### config.mk
export PLATFORM = sky130hd
export DESIGN_NAME = usb_hs_chirp_ctrl
export DESIGN_NICKNAME = d
export VERILOG_FILES = /design/src/rtl/usb_hs_chirp_ctrl.sv
export SDC_FILE = /design/constraint.sdc
export NUM_CORES = 1
export LEC_CHECK = 0
export ABC_CLOCK_PERIOD_IN_PS = 6300
export BUFFER_PORTS_ARGS = -buffer_cell sky130_fd_sc_hd__buf_2
export CORE_UTILIZATION = 45
export CTS_BUF_LIST = sky130_fd_sc_hd__clkbuf_4 sky130_fd_sc_hd__clkbuf_8
export DETAILED_ROUTE_END_ITERATION = 12
export GPL_TIMING_DRIVEN = 0
export PLACE_DENSITY = 0.65
export SLEW_MARGIN = 20
export SYNTH_ARGS = -nofsm -noshare
export SYNTH_HDL_FRONTEND = slang
export SYNTH_SLANG_ARGS = --single-unit
### constraint.sdc
create_clock -name clk_60m_usb -period 6.3 [get_ports clk_60m_usb]
set_clock_uncertainty 0.2 [all_clocks]
set_input_delay 0.63 -clock clk_60m_usb [delete_from_list [all_inputs] [get_ports clk_60m_usb]]
set_output_delay 0.63 -clock clk_60m_usb [all_outputs]
set_load 0.005 [all_outputs]
### src/rtl/usb_hs_chirp_ctrl.sv
// Device-side USB high-speed detection handshake controller.
// Synchronizes the line receivers and VBUS valid, tracks how long the line has
// held one state, and walks the attach / chirp-K / host-chirp sequence to settle
// in HS or FS mode. All PHY controls are registered decodes of the state.
module usb_hs_chirp_ctrl #(
  parameter int T_SE0_DET   = 150,
  parameter int T_CHIRP_K   = 60000,
  parameter int T_FILT      = 150,
  parameter int T_WTFS      = 150000,
  parameter int CHIRP_PAIRS = 3,
  parameter int CW          = 20
) (
  input  logic       clk_60m_usb,
  input  logic       rst_n,
  input  logic       se_dp,
  input  logic       se_dm,
  input  logic       vbusvld,
  input  logic       reattach,
  output logic       rpu_dp_enable,
  output logic       hs_term_enable,
  output logic       tx_enable,
  output logic       speed_select,
  output logic       dp_bit_hs_phy,
  output logic       dm_bit_hs_phy,
  output logic       cdr_enable,
  output logic       hs_mode,
  output logic [2:0] state
);

  localparam logic [2:0] S_IDLE       = 3'd0;
  localparam logic [2:0] S_ATTACH     = 3'd1;
  localparam logic [2:0] S_CHIRP_K    = 3'd2;
  localparam logic [2:0] S_HOST_CHIRP = 3'd3;
  localparam logic [2:0] S_HS         = 3'd4;
  localparam logic [2:0] S_FS         = 3'd5;

  // Line state encoding is simply {dp, dm}.
  localparam logic [1:0] LS_SE0 = 2'b00;
  localparam logic [1:0] LS_K   = 2'b01;
  localparam logic [1:0] LS_J   = 2'b10;

  localparam int CC_W = $clog2(2 * CHIRP_PAIRS + 1);

  localparam logic [CW-1:0]   SE0_DET    = CW'(T_SE0_DET);
  localparam logic [CW-1:0]   FILT       = CW'(T_FILT);
  localparam logic [CW-1:0]   CHIRP_LAST = CW'(T_CHIRP_K - 1);
  localparam logic [CW-1:0]   WTFS_LAST  = CW'(T_WTFS - 1);
  localparam logic [CC_W-1:0] CHIRP_DONE = CC_W'(2 * CHIRP_PAIRS);

  logic [2:0]      sync1, sync2;   // {vbusvld, se_dp, se_dm}
  logic [1:0]      line_cur, line_nxt;
  logic            vbus_s;
  logic [CW-1:0]   run_cnt;
  logic [CW-1:0]   timer;
  logic [CC_W-1:0] chirp_cnt;
  logic            exp_j;          // 0: expecting host K, 1: expecting host J
  logic [2:0]      state_q, state_d;
  logic            entering;
  logic            chirp_hit;
  logic [7:0]      out_d, out_q;

  assign line_cur = sync2[1:0];
  assign line_nxt = sync1[1:0];   // value line_cur takes on the next edge
  assign vbus_s   = sync2[2];
  assign entering = (state_d != state_q);
  assign chirp_hit = (state_q == S_HOST_CHIRP) && (run_cnt == FILT) &&
                     (line_cur == (exp_j ? LS_J : LS_K));

  // Two-flop synchronizers for the asynchronous line and VBUS inputs.
  always_ff @(posedge clk_60m_usb or negedge rst_n) begin
    if (!rst_n) begin
      sync1 <= '0;
      sync2 <= '0;
    end else begin
      sync1 <= {vbusvld, se_dp, se_dm};
      sync2 <= sync1;
    end
  end

  // Run length of the synchronized line state, updated in step with sync2 so
  // the count already covers the cycle in which a new state first appears.
  always_ff @(posedge clk_60m_usb or negedge rst_n) begin
    if (!rst_n)                   run_cnt <= '0;
    else if (line_nxt != line_cur) run_cnt <= CW'(1);
    else if (run_cnt != '1)        run_cnt <= run_cnt + CW'(1);
  end

  // State timer and host chirp counter, both cleared on every state entry.
  always_ff @(posedge clk_60m_usb or negedge rst_n) begin
    if (!rst_n) begin
      timer     <= '0;
      chirp_cnt <= '0;
      exp_j     <= 1'b0;
    end else if (entering) begin
      timer     <= '0;
      chirp_cnt <= '0;
      exp_j     <= 1'b0;
    end else begin
      if (timer != '1) timer <= timer + CW'(1);
      if (chirp_hit && chirp_cnt != CHIRP_DONE) begin
        chirp_cnt <= chirp_cnt + CC_W'(1);
        exp_j     <= ~exp_j;
      end
    end
  end

  // State register.
  always_ff @(posedge clk_60m_usb or negedge rst_n) begin
    if (!rst_n) state_q <= S_IDLE;
    else        state_q <= state_d;
  end

  // Next-state logic; disconnect and soft reattach override everything.
  always_comb begin
    state_d = state_q;
    case (state_q)
      S_IDLE:       if (vbus_s) state_d = S_ATTACH;
      S_ATTACH:     if (line_cur == LS_SE0 && run_cnt == SE0_DET) state_d = S_CHIRP_K;
      S_CHIRP_K:    if (timer == CHIRP_LAST) state_d = S_HOST_CHIRP;
      S_HOST_CHIRP: begin
        if (chirp_cnt == CHIRP_DONE)  state_d = S_HS;
        else if (timer == WTFS_LAST)  state_d = S_FS;
      end
      S_HS:         state_d = S_HS;
      S_FS:         if (line_cur == LS_SE0 && run_cnt == SE0_DET) state_d = S_CHIRP_K;
      default:      state_d = S_IDLE;
    endcase
    if (state_q != S_IDLE && (!vbus_s || reattach)) state_d = S_IDLE;
  end

  // Output decode: {rpu, hs_term, tx, speed, dp_bit, dm_bit, cdr, hs_mode}.
  always_comb begin
    out_d = 8'h00;
    case (state_q)
      S_ATTACH, S_HOST_CHIRP, S_FS: out_d = 8'b1000_0000;
      S_CHIRP_K:                    out_d = 8'b1011_0100;
      S_HS:                         out_d = 8'b0101_0011;
      default:                      out_d = 8'h00;
    endcase
  end

  // Output register; reset clears it asynchronously so tx drops at once.
  always_ff @(posedge clk_60m_usb or negedge rst_n) begin
    if (!rst_n) out_q <= '0;
    else        out_q <= out_d;
  end

  assign {rpu_dp_enable, hs_term_enable, tx_enable, speed_select,
          dp_bit_hs_phy, dm_bit_hs_phy, cdr_enable, hs_mode} = out_q;
  assign state = state_q;

endmodule
==> summary.md <==
| Metric | Value |
|---|---|
| Run status | completed |
| Leak | roughly 1.5 nW |
| Syn Area/Cell | between 9 and 10 sq um |
| ANT cells | 0 |
| YS warnings | 0 |
| Slew Limit Fails | 0 |
| Most frequent cells in the layout | 57 x dfrtp_1, 52 x nor2_1, 25 x nand3_1, 25 x nand2_1, 19 x xor2_1 |
| Avg Vias per Cell | ~5.4 |
| WP data arrival | around 2.5 ns |
| Netlist Area Pre-Place | between 2000 and 3000 sq um |
| Setup CP Type | flip-flop to flip-flop |
| Die Area | 6938 sq um |
| DR WL/cell | ~14 um |
| Switching share of total power | between 20% and 30% |
| Setup_tns | 0 ns |
| # hold bufs at CTS | 0 |
| FILL cells | between 500 and 600 |
| H-tree levels | 3 |
| Sw Pwr | roughly 0.19 mW |
| Grt ovf | 0 |
| Worst vdd ir | 0.2528 mV |
| Non-Filler Instances | between 400 and 500 |
| Fin nets | roughly 350 |
| CP endpoint kind | flip-flop |
| Primary FF master, synth | dfrtp_1 |
| Gr usage total | 18.23% |
| Most common cell after layout, fill and taps aside | dfrtp_1 |
| Worst-path clk slew | 0.06 ns |
| CTS resizes | 0 |
| Endpoints failing hold | 0 |
| HPWL Detailed | roughly 4000 um |
| Initial Util | a little under half |
| Die width | around 83 um |
| Tmin final | approximately 2.5 ns |
| Largest net degree at the start of global routing | 58 |
| Post-DP Area | 3148 sq um |
| Ys async rst share | 100.0% |
| Achievable Freq | just under 400 MHz |
| Clock share of power | 49.0% |
| Post-CTS Setup Bufs | 0 |
| GPL Wtd Cong | just under 0.8 |
| Vias in the first global route | around 2,100 |
| CP max FO | 10 |
| Core area | around 6300 sq um |
| TritonCTS sink count | 57 |
| Via count | between 2,000 and 2,500 |
| Inst Count DP | just over 400 |
| Root Buffer | clkbuf_8 |
| Maxcap violations | 0 |
| Num rows | 29 |
| R2R depth | 9 |
| Number of I/O pins | 17 |
| EDFF count, synth | 0 |
| Final WL | around 5800 um |
| First-pass GRT wire length | between 9000 and 10,000 um |
| Remaining DRCs | 0 |
| Total CTS buffers | 9 |
| Final Cell Area | approximately 3400 sq um |
| CTS tree | built |
| Synth Register Bits | 57 |
| RSZ-0062 raised after global routing | false |
| Post-Syn Instances | around 310 |
| Syn_nets | roughly 320 |
| Startpoint types | flip-flop |
| Internal power | approximately 0.67 mW |
| Final worst-path cycle share | between 30 and 40% |
| Worst R2R Setup Slack | around 3.8 ns |
| First drt pass iteration count | 4 |
| Worst EP required | between 6 and 7 ns |
| Area Growth Syn to Fin | 14.18% |
| Yosys cell types | 45 |
| Final core area utilization | between 50% and 60% |
| Final setup viols | 0 |
| Routed Antenna Nets | 0 |
| I/O Buffers | 15 |
| Clock tree buffer depth | 2 |
| Latest clock arrival within the worst-skew pair | roughly 0.33 ns |
| Pwr/cell area | around 250 nW/um^2 |
| Slew @ Worst Pin | ~0.7 ns |
| Sequential element share of the synthesized area | 47.96% |
| Comb pwr share | about 6.4% |
| Worst Hold Class | primary input to asynchronous set/reset pin |
| Power Total | 0.8613 mW |
| Max_slew headroom | a little over half |
| Initial antenna violation count | 0 |
| RR Startpoint | run_cnt[0]$_DFFE_PN0P_ |
| Reg2reg end | timer[18]$_DFFE_PN0P_ |
| Die height | 83.30 um |
| Seq pwr share | 44.7% |
| DR iter-0 viols | 117 |
| Layout cells sized above 1 | between 10% and 20% |
[area by class of cell]
class | instances | area [sq um] | share of cell area [%]
multi-input combinational | 235 | 1446 | 42.59
sequential | 57 | 1426 | 42.00
clock buffer | 11 | 145.1 | 4.274
clock inverter | 5 | 102.6 | 3.021
tap | 77 | 96.34 | 2.837
buffer | 14 | 82.58 | 2.432
timing repair buffer | 15 | 77.57 | 2.284
inverter | 5 | 18.77 | 0.5527
[worst max-delay path: stages, from the launching register on]
cell	delay [ns]
dfrtp_1	0.44
inv_1	0.10
ha_1	0.14
nor4bb_1	0.25
nand2_1	0.17
o41a_1	0.34
o211a_1	0.24
o21ai_4	0.27
buf_6	0.18
nor2_1	0.06
[cell usage after synthesis (2+ instances only)]
library cell  number  area (sq um)
a31oi_1            6         37.54
a211oi_1           3         22.52
and3b_1            2         17.52
a21oi_1            8         40.04
xor2_1            19         166.4
and3_1             8         50.05
xnor2_1           15         131.4
nor3_1             9         45.04
nor4_1             5         31.28
clkbuf_1           8         30.03
inv_1              5         18.77
nand4_1            8         50.05
and2_1             2         12.51
nor4bb_1           3         30.03
mux2i_1            4         40.04
o21ai_0            4         20.02
nor3b_1            2         15.01
nor2_1            52         195.2
dfrtp_1           57          1426
ha_1               5         62.56
o22ai_1            2         12.51
and4_1             3         26.28
nand2b_1           3         18.77
buf_6              2         22.52
nor2b_1            3         18.77
nand3_1           25         125.1
o31ai_1            2         15.01
nand2_1           25         93.84
buf_4              4         30.03
nor4b_2            2         30.03
[stage by stage]
stage	hold WS (ns)	setup slack [ns]
after CTS	0.1639	3.759
final	0.1402	3.783
after detailed placement	0.1412	3.758
after global routing	0.1762	3.623
after global placement	0.1463	3.820
after floorplan	0.1312	4.043
[metal layers]
layer | GRT usage (%) | wire, um | vias up
met5 | 0 | 0 | -
met4 | 8.621 | 72 | 0
met3 | 4.374 | 238 | 7
met2 | 24.66 | 2432 | 48
met1 | 27.16 | 3014 | 1078
li1 | - | - | 1143
[flip-flops by register name (all words and copies together), names as in the netlist]
register / count
chirp_cnt: 3
exp_j: 1
out_q: 4
run_cnt: 20
state: 3
sync1: 3
sync2: 3
timer: 20
[cell families (layout without fill, tap and decap cells)]
kind of cell / Yosys count / count (layout) / share of synthesized area, %
compound gates: 33 / 33 / 7.657
xor+xnor: 34 / 34 / 10.01
fa+ha+maj: 5 / 5 / 2.103
buf+inv: 19 / 50 / 3.408
flops: 57 / 57 / 47.96
mux: 4 / 4 / 1.346
other cells: 1 / 1 / 0.1261
simple gates: 158 / 158 / 27.39
[power groups by stage]
stage / clock, mW / combinational, mW / sequential [mW]
floorplan: 0 / 0.0363 / 0.390
global placement: 0 / 0.0550 / 0.391
detailed placement: 0 / 0.0560 / 0.391
CTS: 0.431 / 0.0562 / 0.385
global route: 0.450 / 0.0639 / 0.386
finish: 0.422 / 0.0549 / 0.385
[worst max path at each step]
stage / start / to / cells after the start
after floorplan: run_cnt[0]$_DFFE_PN0P_ / timer[14]$_DFFE_PN0P_ / 9
after global placement: run_cnt[0]$_DFFE_PN0P_ / timer[5]$_DFFE_PN0P_ / 9
after detailed placement: run_cnt[0]$_DFFE_PN0P_ / timer[18]$_DFFE_PN0P_ / 9
after CTS: run_cnt[0]$_DFFE_PN0P_ / timer[18]$_DFFE_PN0P_ / 9
after global routing: run_cnt[11]$_DFFE_PN0P_ / timer[18]$_DFFE_PN0P_ / 7
final: run_cnt[0]$_DFFE_PN0P_ / timer[18]$_DFFE_PN0P_ / 9
Power figures use the tool's default switching activity.
